`src/rtl/gb_seq_pkg.sv`:
```
// Shared types and constants for the Game Boy cart-bus sequencer.
// Op encoding, FSM states, tick indices and idle pin levels.
package gb_seq_pkg;

  localparam logic [1:0] OP_WR_REG = 2'd0;
  localparam logic [1:0] OP_WR_RAM = 2'd1;
  localparam logic [1:0] OP_RD_RAM = 2'd2;
  localparam logic [1:0] OP_RD_ROM = 2'd3;

  localparam logic [0:0] ST_IDLE  = 1'b0;
  localparam logic [0:0] ST_CYCLE = 1'b1;

  localparam logic [2:0] T_BEG  = 3'd0;
  localparam logic [2:0] T_ADDR = 3'd1;
  localparam logic [2:0] T_SEL  = 3'd2;
  localparam logic [2:0] T_WR   = 3'd4;
  localparam logic [2:0] T_END  = 3'd7;

  localparam logic [15:0] IDLE_A   = 16'h0000;
  localparam logic [7:0]  IDLE_D   = 8'h00;
  localparam logic        IDLE_OE  = 1'b0;
  localparam logic        IDLE_NCS = 1'b1;
  localparam logic        IDLE_NRD = 1'b0;
  localparam logic        IDLE_NWR = 1'b1;

  typedef struct packed {
    logic [1:0]  op;
    logic [15:0] addr;
    logic [7:0]  data;
  } cmd_t;

  localparam int CMD_W = $bits(cmd_t);

  function automatic logic is_read(
    input logic [1:0] op
  );
    return op[1];
  endfunction

  function automatic logic is_ram(
    input logic [1:0] op
  );
    return (op == OP_WR_RAM) ||
           (op == OP_RD_RAM);
  endfunction

endpackage

```
`src/rtl/gb_seq_cmd_fifo.sv`:
```
// Command queue for the cart-bus sequencer.
// Power-of-two depth, wrapping pointers, count one bit wider.
module gb_seq_cmd_fifo
  import gb_seq_pkg::*;
#(
  parameter int DEPTH = 4,
  parameter int WIDTH = CMD_W
) (
  input  logic                     sys_clock,
  input  logic                     reset,
  input  logic                     push,
  input  logic                     pop,
  input  logic [WIDTH-1:0]         wdata,
  output logic [WIDTH-1:0]         rdata,
  output logic                     full,
  output logic                     empty,
  output logic [$clog2(DEPTH):0]   count
);

  localparam int PW = $clog2(DEPTH);

  logic [WIDTH-1:0] mem [DEPTH];
  logic [PW-1:0]    wr_ptr;
  logic [PW-1:0]    rd_ptr;
  logic             do_push;
  logic             do_pop;

  assign full    = (count == (PW+1)'(DEPTH));
  assign empty   = (count == '0);
  assign do_push = push && !full;
  assign do_pop  = pop && !empty;
  assign rdata   = mem[rd_ptr];

  // storage write; contents need no reset
  always_ff @(posedge sys_clock) begin
    if (do_push) begin
      mem[wr_ptr] <= wdata;
    end
  end

  // pointers wrap naturally at the power-of-two depth
  always_ff @(posedge sys_clock or posedge reset) begin
    if (reset) begin
      wr_ptr <= '0;
      rd_ptr <= '0;
    end else begin
      if (do_push) begin
        wr_ptr <= wr_ptr + 1'b1;
      end
      if (do_pop) begin
        rd_ptr <= rd_ptr + 1'b1;
      end
    end
  end

  // occupancy tracks push/pop balance
  always_ff @(posedge sys_clock or posedge reset) begin
    if (reset) begin
      count <= '0;
    end else begin
      unique case ({do_push, do_pop})
        2'b10:   count <= count + 1'b1;
        2'b01:   count <= count - 1'b1;
        default: count <= count;
      endcase
    end
  end

endmodule

```
`src/rtl/gb_cart_bus_sequencer.sv`:
```
// Game Boy cart-bus master: replays queued commands as 8-tick bus cycles.
// Optional GB_SEQ_CART_CLK_EN: free-running PHI clock with T0 aligned to its rise.
module gb_cart_bus_sequencer
  import gb_seq_pkg::*;
#(
  parameter int TICK_CYCLES     = 13,
  parameter int FIFO_DEPTH      = 4,
  parameter int RAM_SAMPLE_TICK = 5,
  parameter int ROM_SAMPLE_TICK = 4
) (
  input  logic        sys_clock,
  input  logic        reset,
  input  logic        cmd_valid,
  output logic        cmd_ready,
  input  logic [1:0]  cmd_op,
  input  logic [15:0] cmd_addr,
  input  logic [7:0]  cmd_data,
  output logic        rsp_valid,
  input  logic        rsp_ready,
  output logic [7:0]  rsp_data,
  output logic        busy,
  output logic        cart_clk,
  output logic [15:0] cart_a,
  output logic [7:0]  cart_d_out,
  output logic        cart_d_oe,
  input  logic [7:0]  cart_d_in,
  output logic        cart_nCS,
  output logic        cart_nRD,
  output logic        cart_nWR
);

  localparam int CW  = $clog2(TICK_CYCLES);
  localparam int FCW = $clog2(FIFO_DEPTH) + 1;

  logic [0:0]       state;
  logic [2:0]       tick;
  logic [CW-1:0]    cnt;
  cmd_t             cur;
  cmd_t             head;
  logic [CMD_W-1:0] fifo_rdata;
  logic             fifo_full;
  logic             fifo_empty;
  logic [FCW-1:0]   fifo_count;
  logic             push;
  logic             pop;
  logic             hold;
  logic             align_ok;
  logic             can_start;
  logic             tick_first;
  logic             tick_last;
  logic             cyc_end;
  logic             cur_wr;
  logic             sample;
  logic [2:0]       smp_tick;

  assign cmd_ready = !fifo_full;
  assign push      = cmd_valid && cmd_ready;
  assign head      = fifo_rdata;

  gb_seq_cmd_fifo #(
    .DEPTH (FIFO_DEPTH),
    .WIDTH (CMD_W)
  ) u_fifo (
    .sys_clock (sys_clock),
    .reset     (reset),
    .push      (push),
    .pop       (pop),
    .wdata     ({cmd_op, cmd_addr, cmd_data}),
    .rdata     (fifo_rdata),
    .full      (fifo_full),
    .empty     (fifo_empty),
    .count     (fifo_count)
  );

`ifdef GB_SEQ_CART_CLK_EN
  localparam int DW = $clog2(4 * TICK_CYCLES);

  logic [DW-1:0] div;
  logic          phi;

  // PHI divider: half period is four ticks
  always_ff @(posedge sys_clock or posedge reset) begin
    if (reset) begin
      div <= '0;
      phi <= 1'b0;
    end else if (div == DW'(4 * TICK_CYCLES - 1)) begin
      div <= '0;
      phi <= ~phi;
    end else begin
      div <= div + 1'b1;
    end
  end

  assign cart_clk = phi;
  // start one clock early so T0 lands on the rise
  assign align_ok =
    (div == DW'(4 * TICK_CYCLES - 2)) && !phi;
`else
  assign cart_clk = 1'b0;
  assign align_ok = 1'b1;
`endif

  // an unconsumed response stalls the next read
  assign hold =
    is_read(head.op) && rsp_valid && !rsp_ready;
  assign can_start =
    !fifo_empty && !hold && align_ok;

  assign tick_first =
    (state == ST_CYCLE) && (cnt == '0);
  assign tick_last =
    (cnt == CW'(TICK_CYCLES - 1));
  assign cyc_end =
    (state == ST_CYCLE) && (tick == T_END) &&
    tick_last;
  assign pop =
    can_start &&
    ((state == ST_IDLE) || cyc_end);

  assign busy =
    (state == ST_CYCLE) || (fifo_count != '0);

  assign cur_wr = !is_read(cur.op);
  assign smp_tick =
    (cur.op == OP_RD_RAM) ?
      3'(RAM_SAMPLE_TICK) :
      3'(ROM_SAMPLE_TICK);
  assign sample =
    (state == ST_CYCLE) && tick_last &&
    is_read(cur.op) && (tick == smp_tick);

  // cycle FSM with tick and sub-tick counters
  always_ff @(posedge sys_clock or posedge reset) begin
    if (reset) begin
      state <= ST_IDLE;
      tick  <= '0;
      cnt   <= '0;
      cur   <= '0;
    end else if (pop) begin
      state <= ST_CYCLE;
      tick  <= '0;
      cnt   <= '0;
      cur   <= head;
    end else if (cyc_end) begin
      state <= ST_IDLE;
      tick  <= '0;
      cnt   <= '0;
    end else if (state == ST_CYCLE) begin
      if (tick_last) begin
        cnt  <= '0;
        tick <= tick + 1'b1;
      end else begin
        cnt <= cnt + 1'b1;
      end
    end
  end

  // pin schedule, applied on the first clock of each tick
  always_ff @(posedge sys_clock or posedge reset) begin
    if (reset) begin
      cart_a     <= IDLE_A;
      cart_d_out <= IDLE_D;
      cart_d_oe  <= IDLE_OE;
      cart_nCS   <= IDLE_NCS;
      cart_nRD   <= IDLE_NRD;
      cart_nWR   <= IDLE_NWR;
    end else if (cyc_end) begin
      cart_nRD  <= IDLE_NRD;
      cart_d_oe <= IDLE_OE;
      cart_nCS  <= IDLE_NCS;
    end else if (tick_first) begin
      unique case (1'b1)
        (tick == T_BEG): begin
          cart_nRD  <= IDLE_NRD;
          cart_nWR  <= IDLE_NWR;
          cart_nCS  <= IDLE_NCS;
          cart_d_oe <= IDLE_OE;
          if (cur.op == OP_RD_ROM) begin
            cart_a[15] <= 1'b1;
          end
        end
        (tick == T_ADDR): begin
          cart_a <= cur.addr;
          if (cur_wr) begin
            cart_d_oe <= 1'b1;
            cart_nRD  <= 1'b1;
          end
        end
        (tick == T_SEL): begin
          if (cur.op == OP_WR_REG) begin
            cart_a[15] <= 1'b0;
          end
          if (is_ram(cur.op)) begin
            cart_nCS <= 1'b0;
          end
        end
        (tick == T_WR): begin
          if (cur_wr) begin
            cart_nWR   <= 1'b0;
            cart_d_out <= cur.data;
          end
        end
        (tick == T_END): begin
          if (cur_wr) begin
            cart_nWR <= 1'b1;
          end
        end
        default: begin
        end
      endcase
    end
  end

  // read response register; a fresh sample wins over a consume
  always_ff @(posedge sys_clock or posedge reset) begin
    if (reset) begin
      rsp_valid <= 1'b0;
      rsp_data  <= 8'h00;
    end else if (sample) begin
      rsp_valid <= 1'b1;
      rsp_data  <= cart_d_in;
    end else if (rsp_valid && rsp_ready) begin
      rsp_valid <= 1'b0;
    end
  end

endmodule

```
`config.mk`:
```
export PLATFORM = sky130hd
export DESIGN_NAME = gb_cart_bus_sequencer
export DESIGN_NICKNAME = d
export VERILOG_FILES = /design/src/rtl/gb_seq_pkg.sv /design/src/rtl/gb_seq_cmd_fifo.sv /design/src/rtl/gb_cart_bus_sequencer.sv
export SDC_FILE = /design/constraint.sdc
export NUM_CORES = 1
export LEC_CHECK = 0
export BUFFER_PORTS_ARGS = -buffer_cell sky130_fd_sc_hd__buf_2
export CORE_MARGIN = 3
export CORE_UTILIZATION = 55
export CTS_BUF_LIST = sky130_fd_sc_hd__clkbuf_4 sky130_fd_sc_hd__clkbuf_8 sky130_fd_sc_hd__clkbuf_16
export DETAILED_ROUTE_END_ITERATION = 10
export GPL_ROUTABILITY_DRIVEN = 0
export PLACE_DENSITY = 0.86
export SLEW_MARGIN = 10
export SYNTH_ARGS = -nofsm -noshare
export SYNTH_HDL_FRONTEND = slang
export SYNTH_SLANG_ARGS = --single-unit
```
`constraint.sdc`:
```
create_clock -name sys_clock -period 8.1 [get_ports sys_clock]
set_input_delay 1.215 -clock sys_clock [delete_from_list [all_inputs] [get_ports sys_clock]]
set_output_delay 1.215 -clock sys_clock [all_outputs]
set_load 0.02 [all_outputs]
```
# After elaboration in Yosys (flattened, before gate mapping)
# Memories as Yosys holds them, arrays and structs flattened.
# Index checks and enable logic that the tools add are counted.
# word_totals
regBits	77
latchBits	0
mem_bits_rw	104
romBits	0
in_bits	38
out_inout_bits	40
word_cells	117
mem_count	1
# memory_table
name	depth	width	rd	rd_ports_with_merged_regs	wr	line	text
u_fifo.mem	4	26	1	0	1	gb_seq_cmd_fifo.sv:22	logic [WIDTH-1:0] mem [DEPTH];
# op_classes
addsub	6
multipliers	0
n_div	0
order_cmp	0
n_eq_ne	18
shifts	0
mux	29
n_bitwise	3
reduce_logical	43
# ops
operator	count
$reduce_bool 3->1	7
$mux 1	16
$mux 4	4
$logic_and 1x1->1	14
$mux 3	4
$reduce_and 5->1	2
$eq 3x3->1 const B	3
$reduce_and 3->1	3
$reduce_bool 2->1	4
$add 3x1->3 const B	2
$eq 2x2->1 const B	3
$logic_not 3->1	2
$pmux 1 s3	2
$pmux 3 s2	1
$add 2x1->2 const B	2
$add 4x1->4 const B	1
$eq 2x1->1 const B	2
$eq 4x4->1 const B	1
$logic_not 1->1	4
$logic_not 4->1	1
$ne 2x1->1 const B	2
$ne 2x2->1 const B	2
$pmux 1 s2	2
$reduce_and 4->1	1
10 further kinds	14

# Longest topological paths before layout
# An unclocked memory read counts as a cell.
# logic_depth
ltp_word	9
depth_mapped	12
ltp_nobuf	11

# Hierarchy
# Synthesis repeated with hierarchy kept, for this count alone.
# hier_totals
hier_cells	392
hier_area_um2	7283.2
# by_module_without_submodules
module	n_inst	cells_each	area_each_um2	seq_area_each_um2
gb_seq_cmd_fifo	1	174	4230.3	3298.2
gb_cart_bus_sequencer	1	218	3052.9	1754.2

# Least setup slack after synthesis
# Ideal clock, no wire load.
# synth_timing
path_kind	input port to flip-flop
start	input rsp_ready
end	register u_fifo.count[2]
setup_time_ps	79
t_arrival_ps	2811
required_time_ps	8021
path_slack_ps	5209
stages	10
n_path_buf	1
path_cell_list	nor2b_1 a21oi_4 and2_4 buf_8 ha_1 inv_1 fa_1 xor2_1 nor2_1 xor2_1
# synth_via
elab_chain_cells	8
word_cells_on_any_way	10
# synth_lines
element	line	text
start: declaration	gb_cart_bus_sequencer.sv:19	input logic rsp_ready,
$logic_not 1->1 *	gb_cart_bus_sequencer.sv:105	is_read(head.op) && rsp_valid && !rsp_ready;
$logic_and 1x1->1 *	gb_cart_bus_sequencer.sv:105	
$logic_not 1->1 *	gb_cart_bus_sequencer.sv:107	!fifo_empty && !hold && align_ok;
$logic_and 1x1->1 *	gb_cart_bus_sequencer.sv:107	
$logic_and 1x1->1 *	gb_cart_bus_sequencer.sv:117	can_start &&
$logic_and 1x1->1 *	gb_seq_cmd_fifo.sv:31	assign do_pop = pop && !empty;
net u_fifo.do_pop	gb_seq_cmd_fifo.sv:26	logic do_pop;
$eq 2x1->1 or $eq 2x2->1 (tied branches)	gb_seq_cmd_fifo.sv:61	unique case ({do_push, do_pop})
$pmux 3 s2 or $reduce_bool 2->1 (tied branches)	-	
end signal: assignment	gb_seq_cmd_fifo.sv:62	2'b10: count <= count + 1'b1;
end signal: assignment	gb_seq_cmd_fifo.sv:63	2'b01: count <= count - 1'b1;
end signal: assignment	gb_seq_cmd_fifo.sv:64	default: count <= count;
end: declaration	gb_seq_cmd_fifo.sv:17	output logic [$clog2(DEPTH):0] count
# Mark *: on every way through the listed nets, which the timed path passes. The rest lies on a longest branch.
# A chain may end at the register's enable or synchronous reset.

# Worst setup path in the final report
# layout_timing
start	register u_fifo.rd_ptr[0]
end	register u_fifo.count[2]
# layout_via
elab_chain_cells	9
word_cells_on_any_way	11
# layout_lines
element	line	text
start: declaration	gb_seq_cmd_fifo.sv:24	logic [PW-1:0] rd_ptr;
start signal: assignment	gb_seq_cmd_fifo.sv:51	rd_ptr <= rd_ptr + 1'b1;
$mem_v2 4x26 *	-	
$logic_and 1x1->1 * (2 in a row)	gb_cart_bus_sequencer.sv:105	
$logic_not 1->1 *	gb_cart_bus_sequencer.sv:107	
$logic_and 1x1->1 *	gb_cart_bus_sequencer.sv:107	
$logic_and 1x1->1 *	gb_cart_bus_sequencer.sv:117	
$logic_and 1x1->1 *	gb_seq_cmd_fifo.sv:31	
$eq 2x1->1 or $eq 2x2->1 (tied branches)	gb_seq_cmd_fifo.sv:61	
$pmux 3 s2 or $reduce_bool 2->1 (tied branches)	-	
# Mark *: on every way between the ends. The rest lies on a longest branch, timed or not.

==> summary.txt <==
WP data arrival: 4040 ps
Bufs and invs on worst path: 1
drt first pass iters: 4
Overflow after GRT: 0
CP required: 8440 ps
htree depth: 4
Hold WC Path Type: flip-flop to flip-flop
ys async rst share: 0.425
Synth Flop Type: edfxtp_1
GRT Overall Usage: 0.188
number of synthesized flops with an enable pin: 104
DIE AREA: 14600 um2
DR WL/cell: 18.8 um
Worst path top cell family by delay: flip-flops
final count of negative-setup-slack endpoints: 0
slowest stage delay, CP: 980 ps
via count: 3678
outcome: finished clean
Area Overhead vs Synth: 15.1%
placed cell areas: 7800 um2
antenna-violating nets left: 0
worst vdd ir: 0.143 mV
Clock Latency Late Sink: 420 ps
ANT cells: 0
Worst setup EP type: flip-flop
FF/Latch Area: 5050 um2
post-synthesis compound-gate area fraction: 0.0263
Port Buffers: 76
most used cell, CP: xor2_1
syn_area_per_cell: 18.3 um2
Die W: 121 um
Iteration-0 DRC Markers: 209
Power Density: 256 nW/um2
crit-path max FO: 30
number of max-cap violations: 0
Simple-Gate Fraction of Synth Area: 0.0370
Worst Tran Pin Value: 986 ps
RSZ-0062 raised after global routing: false
synthesis-stage register bit count: 181
clock-pin slew on the worst setup and hold paths: 70 ps
root buffer cell: clkbuf_16
mux cell area share after synthesis: 0.180
Die Y-Extent: 121 um
Slowest cell on crit path: dfrtp_2
Max Buffers Root-to-Sink: 2
Post-Route WL: 12500 um
starting density of the core: 0.570
FMAX: 0.270 GHz
mapped cell area: 7280 um2
Synthesized Nets: 451
number of global-route vias before repair: 3866
hold slack: 492 ps
min cycle time layout: 3700 ps
Seq/Total Area, Yosys: 0.694
nets: 536
first-pass GRT wire length: 20500 um
kind of critical path: flip-flop to flip-flop
post-DR vias/cell: 5.51
commonest cells after routing, fill and taps aside: 104 x edfxtp_1, 76 x buf_2, 73 x dfrtp_1
# rows: 41
setup slack, reg-to-reg: 4400 ps
clock sinks: 181
CTS buffer count: 17
setup TNS: 0 ps
Slew Viols, Final: 0
Distinct cells, synth: 46
Final Cell Area: 8380 um2
Syn. warnings: 0
layout cells sized above 1: 0.410
multi-input logic area: 2040 um2
most common cell after layout, fill and taps aside: edfxtp_1
drt drc: 0
TritonCTS clock tree: done
Synth Area in XOR/XNOR: 0.00842
cell count after synthesis: 397
Post-CTS Setup Bufs: 0
Leakage: 3.48 nW
final period utilization: 0.457
critical path, cell by cell: mux4_2 > a21oi_4 > and2_4 > ha_1 > inv_1 > fa_1 > xor2_1 > nor2_1 > xor2_1
startpoint types: flip-flop
post-cts resize count: 0
largest net degree at the start of global routing: 78
fillcell total: 830
Post-Synth Adder-Cell Area: 0.0285
combinational family with the most area after synthesis: multiplexers
hold_buf cts: 0
final hold violation count: 0
Slew Limit Headroom: 0.343
Core ar.: 12800 um2
HPWL after detailed placement: 7750 um
IO Pins: 78
Setup Skew: 7.24 ps
initial antenna violation count: 0
[cell type report]
cell class	instances	area share
Timing Repair Buffer	81	0.0499
Inverter	17	0.00776
Tap cell	172	0.0257
Clock inverter	11	0.0152
Clock buffer	21	0.0543
Sequential cell	181	0.603
Multi-Input combinational cell	184	0.244
[per-stage QoR]
stage | util | power (mW) | cells | setup WS, ps
2_1_floorplan | - | 1.28 | 397 | 4920
3_3_place_gp | 0.610 | 1.34 | 635 | 4450
3_5_place_dp | 0.610 | 1.36 | 635 | 4360
4_1_cts | 0.656 | 2.17 | 667 | 4310
5_1_grt | 0.656 | 2.24 | 667 | 4090
6_report | 0.656 | 2.15 | 667 | 4400
[sequential cells by signal (all words and copies together) (netlist names)]
register / flops
u_fifo.rd_ptr: 2
cart_a: 16
state: 1
u_fifo.wr_ptr: 2
rsp_valid: 1
u_fifo.mem: 104
rsp_data: 8
cnt: 4
tick: 3
cart_nCS: 1
cart_nWR: 1
cart_nRD: 1
cart_d_out: 8
u_fifo.count: 3
cur: 26
[cells by family (layout without fill, tap and decap cells)]
family / after synthesis / count (layout)
flip-flops: 181 / 181
multiplexers: 84 / 84
AND/OR/NAND/NOR: 47 / 47
buffers and inverters: 32 / 130
AO/OA/AOI/OAI: 29 / 29
adder cells (fa/ha/maj): 16 / 16
XOR/XNOR: 7 / 7
other: 1 / 1
[final timing paths]
check	start	to	cells after the start
worst max-delay path	u_fifo.rd_ptr[0]$_DFFE_PP0P_	u_fifo.count[2]$_DFFE_PP0P_	9
worst min-delay path	cur[0]$_DFFE_PP0N_	cur[0]$_DFFE_PP0N_	1
worst max register to register	u_fifo.rd_ptr[0]$_DFFE_PP0P_	u_fifo.count[2]$_DFFE_PP0P_	9
worst min register to register	cur[0]$_DFFE_PP0N_	cur[0]$_DFFE_PP0N_	1
max in group asynchronous	reset	u_fifo.rd_ptr[1]$_DFFE_PP0P_	3
min in group asynchronous	reset	cart_a[11]$_DFFE_PP0P_	3
[power by group]
group          internal, mW  switching [mW]  total [mW]
Sequential             1.11          0.0333        1.14
Clock                 0.470           0.335       0.806
Combinational        0.0716           0.129       0.200
Total                  1.65           0.497        2.15
[cells in the mapped netlist, types with 2 or more instances]
library cell	n	area [um2]
nand2_1	9	33.8
nor2b_1	4	25.0
nor3_1	7	35.0
nor2_1	7	26.3
a21oi_1	6	30.0
xnor2_1	3	26.3
and3_1	5	31.3
o22ai_1	3	18.8
inv_1	17	63.8
buf_4	2	15.0
nand3_1	5	25.0
or2_2	2	12.5
o31ai_1	2	15.0
o21ai_0	9	45.0
mux2_4	20	300
mux2_1	4	45.0
xor2_1	4	35.0
mux2_2	32	360
dfstp_2	2	52.6
buf_12	2	40.0
a21o_1	3	22.5
ha_1	15	188
dfrtp_1	75	1880
mux2i_1	2	20.0
clkbuf_1	7	26.3
mux4_2	26	586
edfxtp_1	104	3120
buf_2	2	10.0
[routing by layer]
metal,part of all wire,track usage
met4,0.019,0.0772
met5,0,0
met1,0.41,0.233
met2,0.53,0.319
met3,0.038,0.0457
[worst register-to-register path, cell delays in order (launching register included)]
cell     delay, ps
dfrtp_2        980
mux4_2         670
a21oi_4        280
and2_4         530
ha_1           300
inv_1           60
fa_1           370
xor2_1         170
nor2_1         110
xor2_1         160
(Power assumes the default switching activity.)
